<file path="config.mk">
export PLATFORM = sky130hd
export DESIGN_NAME = modport_counter
export DESIGN_NICKNAME = d
export VERILOG_FILES = /design/src/rtl/counter_pkg.sv /design/src/rtl/modport_counter_next.sv /design/src/rtl/modport_counter.sv
export SDC_FILE = /design/constraint.sdc
export NUM_CORES = 1
export LEC_CHECK = 0
export CAP_MARGIN = 15
export CORE_AREA = 2 2 39 41
export DETAILED_ROUTE_END_ITERATION = 6
export DIE_AREA = 0 0 41 43
export HOLD_SLACK_MARGIN = 0.06
export PLACE_DENSITY = 0.47
export SLEW_MARGIN = 20
export SYNTH_ARGS = -nofsm -noshare
export SYNTH_HDL_FRONTEND = slang
export SYNTH_HIERARCHICAL = 1
export SYNTH_SLANG_ARGS = --single-unit
</file>
<file path="constraint.sdc">
create_clock -name clk -period 1.3 [get_ports clk]
set_input_delay 0.26 -clock clk [delete_from_list [all_inputs] [get_ports clk]]
set_output_delay 0.26 -clock clk [all_outputs]
set_load 0.005 [all_outputs]
</file>
<file path="src/rtl/counter_pkg.sv">
// Shared definitions for the counter_intf counter family.
// Contents: default counter width, count-direction encoding and reset value.
package counter_pkg;

    // Default counter / data-bus width in bits.
    localparam int COUNTER_WIDTH = 4;

    // Decoding of the updown input.
    typedef enum logic {
        DIR_DOWN = 1'b0,
        DIR_UP   = 1'b1
    } dir_e;

    // Count value forced by reset; truncated to the instance width by users.
    localparam logic [31:0] COUNT_RESET = '0;

endpackage : counter_pkg

</file>
<file path="src/rtl/modport_counter_next.sv">
// Combinational next-count logic for modport_counter.
// Ports:
//   load         - parallel-load request; overrides the count direction
//   updown       - count direction (1 = up, 0 = down)
//   data         - value loaded when load = 1
//   count        - current count
//   next_count_c - count to be registered at the next edge (combinational)
module modport_counter_next
    import counter_pkg::*;
#(
    parameter int unsigned WIDTH = $unsigned(COUNTER_WIDTH)
) (
    input  logic             load,
    input  logic             updown,
    input  logic [WIDTH-1:0] data,
    input  logic [WIDTH-1:0] count,
    output logic [WIDTH-1:0] next_count_c
);

    // Load wins over counting; arithmetic wraps modulo 2^WIDTH.
    always_comb begin
        next_count_c = count;
        if (load) begin
            next_count_c = data;
        end else if (dir_e'(updown) == DIR_UP) begin
            next_count_c = count + WIDTH'(1);
        end else begin
            next_count_c = count - WIDTH'(1);
        end
    end

endmodule : modport_counter_next

</file>
<file path="src/rtl/modport_counter.sv">
// Synchronous up/down counter with parallel load; DUT behind counter_intf.
// Ports:
//   clk      - clock, all state changes on rising edge
//   rst      - synchronous active-high reset, clears the count
//   load     - parallel-load request (priority below rst)
//   updown   - count direction (1 = up, 0 = down)
//   data     - parallel-load value
//   data_out - current count, straight from the register
module modport_counter
    import counter_pkg::*;
#(
    parameter int unsigned WIDTH = $unsigned(COUNTER_WIDTH)
) (
    input  logic             clk,
    input  logic             rst,
    input  logic             load,
    input  logic             updown,
    input  logic [WIDTH-1:0] data,
    output logic [WIDTH-1:0] data_out
);

    logic [WIDTH-1:0] next_count_c;

    modport_counter_next #(
        .WIDTH(WIDTH)
    ) u_next (
        .load        (load),
        .updown      (updown),
        .data        (data),
        .count       (data_out),
        .next_count_c(next_count_c)
    );

    // Count register; reset takes precedence over load and count.
    always_ff @(posedge clk) begin
        if (rst) begin
            data_out <= WIDTH'(COUNT_RESET);
        end else begin
            data_out <= next_count_c;
        end
    end

    // Reset clears the count on the following edge.
    a_reset_clears: assert property (@(posedge clk)
        rst |=> (data_out == WIDTH'(COUNT_RESET)));

    // Without load the count moves by exactly one, wrapping.
    a_step_up: assert property (@(posedge clk) disable iff (rst)
        (!load && updown) |=> (data_out == $past(data_out) + WIDTH'(1)));

    a_step_down: assert property (@(posedge clk) disable iff (rst)
        (!load && !updown) |=> (data_out == $past(data_out) - WIDTH'(1)));

endmodule : modport_counter

</file>
==> After elaboration in Yosys (flattened, before gate mapping) <==
Cells that the tools add are included.
{ "classes": {"n_addsub": 2, "mux": 2} }
{ "ops": {"columns": ["cell", "count"], "rows": [
  ["4-bit two-way mux", 2],
  ["4-bit by 1-bit adder with 4-bit output, second input constant", 1],
  ["4-bit by 1-bit subtractor with 4-bit output, second input constant", 1]
]} }
{ "totals": {"register_bits": 4, "in_bits": 8, "out_inout_bits": 4, "elab_cells": 5} }

==> Longest topological paths before layout <==
{ "depth": {"depth_word": 3, "ltp_mapped": 6, "mapped_depth_nobuf": 6} }

==> Cells and area by module <==
Netlist, hierarchy kept.
{ "modules_own_cells": {"columns": ["module", "n_inst", "cells_each", "area_per_inst_um2", "seq_area_each_um2"], "rows": [
  ["modport_counter_next", 1, 17, 133.9, 0.0],
  ["modport_counter", 1, 8, 105.1, 80.1]
]} }

==> Worst setup path before layout <==
No wires, ideal clock.
{ "synth_timing": {"kind": "input to register", "startpoint": "input port updown", "endpoint": "register data_out[3]", "setup_ns": 0.065, "arrival_ns": 1.254, "t_required_ns": 1.235, "path_slack_ns": -0.019, "stages": 6, "n_path_buf": 0, "path_cell_list": "inv_1 -> ha_1 -> a21oi_1 -> a211oi_1 -> a311oi_1 -> nor2b_1"} }
{ "synth_via": {"elab_chain_len": 2} }
{ "synth_rtl": {"columns": ["element", "line", "rtl"], "rows": [
  ["start: declaration", "modport_counter.sv:17", "input logic updown,"],
  ["4-bit two-way mux", "modport_counter_next.sv:25", "end else if (dir_e'(updown) == DIR_UP) begin"],
  ["4-bit two-way mux", "modport_counter_next.sv:23", "if (load) begin"],
  ["net next_count_c[3]", "modport_counter.sv:22", "logic [WIDTH-1:0] next_count_c;"],
  ["end signal: assignment", "modport_counter.sv:37", "data_out <= WIDTH'(COUNT_RESET);"],
  ["end signal: assignment", "modport_counter.sv:39", "data_out <= next_count_c;"],
  ["end: declaration", "modport_counter.sv:19", "output logic [WIDTH-1:0] data_out"]
]} }
The timed path passes the listed nets, and every way through them passes these cells.
A chain may end at the register's enable or synchronous reset.

==> Final worst setup path <==
{ "layout_timing": {"startpoint": "register data_out[0]", "endpoint": "register data_out[1]"} }
{ "layout_via": {"elab_chain_len": 3, "word_cells_on_any_way": 4, "classes_between": "add/sub: 2; mux: 2"} }
{ "layout_rtl": {"columns": ["element", "line"], "rows": [
  ["4-bit by 1-bit subtractor with 4-bit output / 4-bit by 1-bit adder with 4-bit output (equally long branches)", "modport_counter_next.sv:28, modport_counter_next.sv:26"],
  ["4-bit two-way mux *", "modport_counter_next.sv:25"],
  ["4-bit two-way mux *", "modport_counter_next.sv:23"],
  ["net next_count_c[1]", "modport_counter.sv:22"]
]} }
Mark *: on every way through the listed nets, which the timed path passes. The rest lies on a longest branch.

==> flow_metrics.py <==
metrics = {
    "run_status": {
        "outcome": "completed",
    },
    "worst_setup_path": {
        "rr_worst_depth": 3,
        "r2r_end": "data_out[1]",
        "crit_arrival_ps": 1370,
        "cp_num_buf_inv": 0,
        "crit_fanout": 2,
        "cp_num_cells": 3,
        "startpoint_type": "flop",
        "reg2reg_slack_ps": 40,
        "cp-endpoint": "data_out[1]",
        "critPathSlowestCell": "fa_1",
        "worstPathRequired_ps": 1420,
        "regToRegStartpoint": "data_out[0]",
        "max_stage_delay_ps": 440,
        "crit_family": "adder cells",
        "crit_type": "reg2reg",
        "crit_start": "data_out[0]",
        "endpoint_kind": "flop",
        "crit_chain": "fa_1 > mux2_2 > nor2b_1",
    },
    "synthesis": {
        "syn_inst": 25,
        "synth_seq_cells": 4,
        "synth.area.mux_share_pct": 4.71,
        "synthTopCellsByArea": "dfxtp_1 34%, nor2b_1 16%, ha_1 10%",
        "syn_nets": 36,
        "synth_seq_area_share_pct": 33.5,
        "avgSynthCellArea_um2": 9.56,
        "synthSimpleGateAreaFrac_pct": 20.9,
        "synth_area_um2": 239,
        "synth_top_cell_by_area": "dfxtp_1",
        "synth_compound_area_share_pct": 13.1,
        "synth_top_area_share_pct": 33.5,
        "synth_top_family_by_area": "simple AND/OR/NAND/NOR gates",
        "ys_warn_count": 6,
        "yosys.area_share.adder_pct": 18.8,
        "ys_types": 14,
        "synth_xor_area_share_pct": 7.33,
    },
    "die": {
        "start_util_pct": 17.3,
        "core_um2": 1380,
        "die-height_um": 43,
        "io_pins": 12,
        "core.rowCount": 14,
        "dieArea_um2": 1760,
        "die_x_um": 41,
    },
    "clocking": {
        "post_cts_buffers": 0,
        "root_buffer": "clkbuf_4",
        "clk_latency_ps": 230,
        "cts.clk_slew.worst_paths_ps": 40,
        "cts_tree": "yes",
        "htree_num_levels": 1,
        "clock_sinks": 4,
        "clk_path_buf_depth": 2,
        "cts-buffers-inserted": 3,
        "cts_hold_buf": 0,
    },
    "timing": {
        "max-slew-margin-rel_pct": 84.6,
        "min_period_ps": 1260,
        "maxSlewViolCount": 0,
        "max_freq_ghz": 0.795,
        "worst_pin_slew_ps": 230,
        "setup_viol": 0,
        "fin_tns_setup_ps": 0,
        "period_share_pct": 96.8,
        "rsz0062_at_grt": "yes",
        "hold_viol": 0,
        "fin_worst_skew_ps": 4.21,
    },
    "drt": {
        "wl_per_cell_um": 9.41,
        "m1WireLength_um": 274,
        "via_per_inst": 3.98,
        "maxUsedRoutingLayer": "met3",
        "ant_nets": 0,
        "via_count": 235,
        "firstDrtPassIters": 2,
        "wirelength_um": 555,
        "drc_errors": 0,
        "wl_met2_um": 201,
        "drt_iter0_drc": 4,
        "wl_met3_um": 79,
    },
    "grt": {
        "grt_max_degree": 6,
        "grt.total_usage_pct": 8.84,
        "grt_pass1_vias": 231,
        "antenna_found_initial": 0,
        "grt_pass1_wl_um": 938,
        "grt_overflow_total": 0,
    },
    "power_and_ir_drop": {
        "power_mw": 0.427,
        "ir_drop_v": 0.000704,
        "power_leakage_nw": 0.186,
        "power_density_nw_per_um2": 990,
    },
    "layout": {
        "multi_input_area_um2": 171,
        "register_area_um2": 83.8,
        "syn2layout_area_growth_pct": 80.6,
        "drive_gt1_share_pct": 34.9,
        "nets": 56,
        "antenna_cells": 0,
        "top_regs": "data_out: 4 flops",
        "largest_register_ffs": 4,
        "fill_cells": 147,
        "regMostFlops": "data_out",
        "final_cell_mix": "6 x nor2b_1, 6 x clkdlybuf4s50_1, 4 x dlygate4sd2_1, 4 x buf_4",
    },
    "worst_hold_path": {
        "hp-class": "in2reg",
    },
    "job": {
        "maxCapViolCount": 0,
    },
    "place": {
        "port_buffers": 11,
        "gp_congestion": 0.734,
        "hpwl_um": 421,
    },
}
[timing repair]
action	4_1_cts	5_1_grt
resized for setup	11	2
pin swaps	0	2
gates cloned	0	0
setup endpoints to repair	7	3
[through the flow]
stage / util (%) / hold slack (ps) / std cells / setup WS, ps / area (um^2)
finish: 31.2 / 641 / 59 / 42.1 / 432
floorplan: - / 332 / 25 / 5.49 / 243
CTS: 31.6 / 638 / 59 / 19.4 / 437
global route: 31.2 / 655 / 59 / -3.27 / 432
detailed placement: 29.1 / 710 / 56 / -610 / 403
global placement: 29.1 / 713 / 56 / -564 / 403
[cells in the mapped netlist]
cell type / number
xnor2_1: 1
a311oi_1: 1
a21oi_1: 1
nand3_1: 1
nor2b_1: 6
dfxtp_1: 4
inv_1: 1
mux2_2: 1
xor2_1: 1
nand2_1: 2
fa_1: 1
a211oi_1: 1
o21ai_0: 2
ha_1: 2
[how the worst min path moves through the flow]
stage | start | endpoint | slack [ps] | cells after the start
after CTS | rst | data_out[3] | 640 | 2
after global routing | rst | data_out[1] | 650 | 2
final | rst | data_out[3] | 640 | 2
after detailed placement | data_out[0] | data_out[0] | 710 | 3
after global placement | data_out[0] | data_out[0] | 710 | 3
after floorplan | rst | data_out[0] | 330 | 1
[power breakdown]
group | switching, mW | internal, mW | total, mW
clock network | 0.0465 | 0.103 | 0.149
registers | 0.0108 | 0.138 | 0.149
logic | 0.0466 | 0.0822 | 0.129
[cells by family after synthesis]
group                    count (synthesis)
AO/OA/AOI/OAI                            5
XOR/XNOR                                 2
adder cells (fa/ha/maj)                  3
flip-flops                               4
buffers and inverters                    1
AND/OR/NAND/NOR                          9
multiplexers                             1
[metal layers]
layer	track usage, %	vias up
li1	-	123
met1	11.3	98
met2	9.06	14
met3	9.42	0
met4	4.00	0
met5	0	-
[cell type report]
class,instances,area share [%]
tap,16,4.64
multi-input combinational,20,39.7
clock buffer,3,5.22
timing repair buffer,15,30.1
sequential,4,19.4
inverter,1,0.870
(Power assumes the default switching activity.)
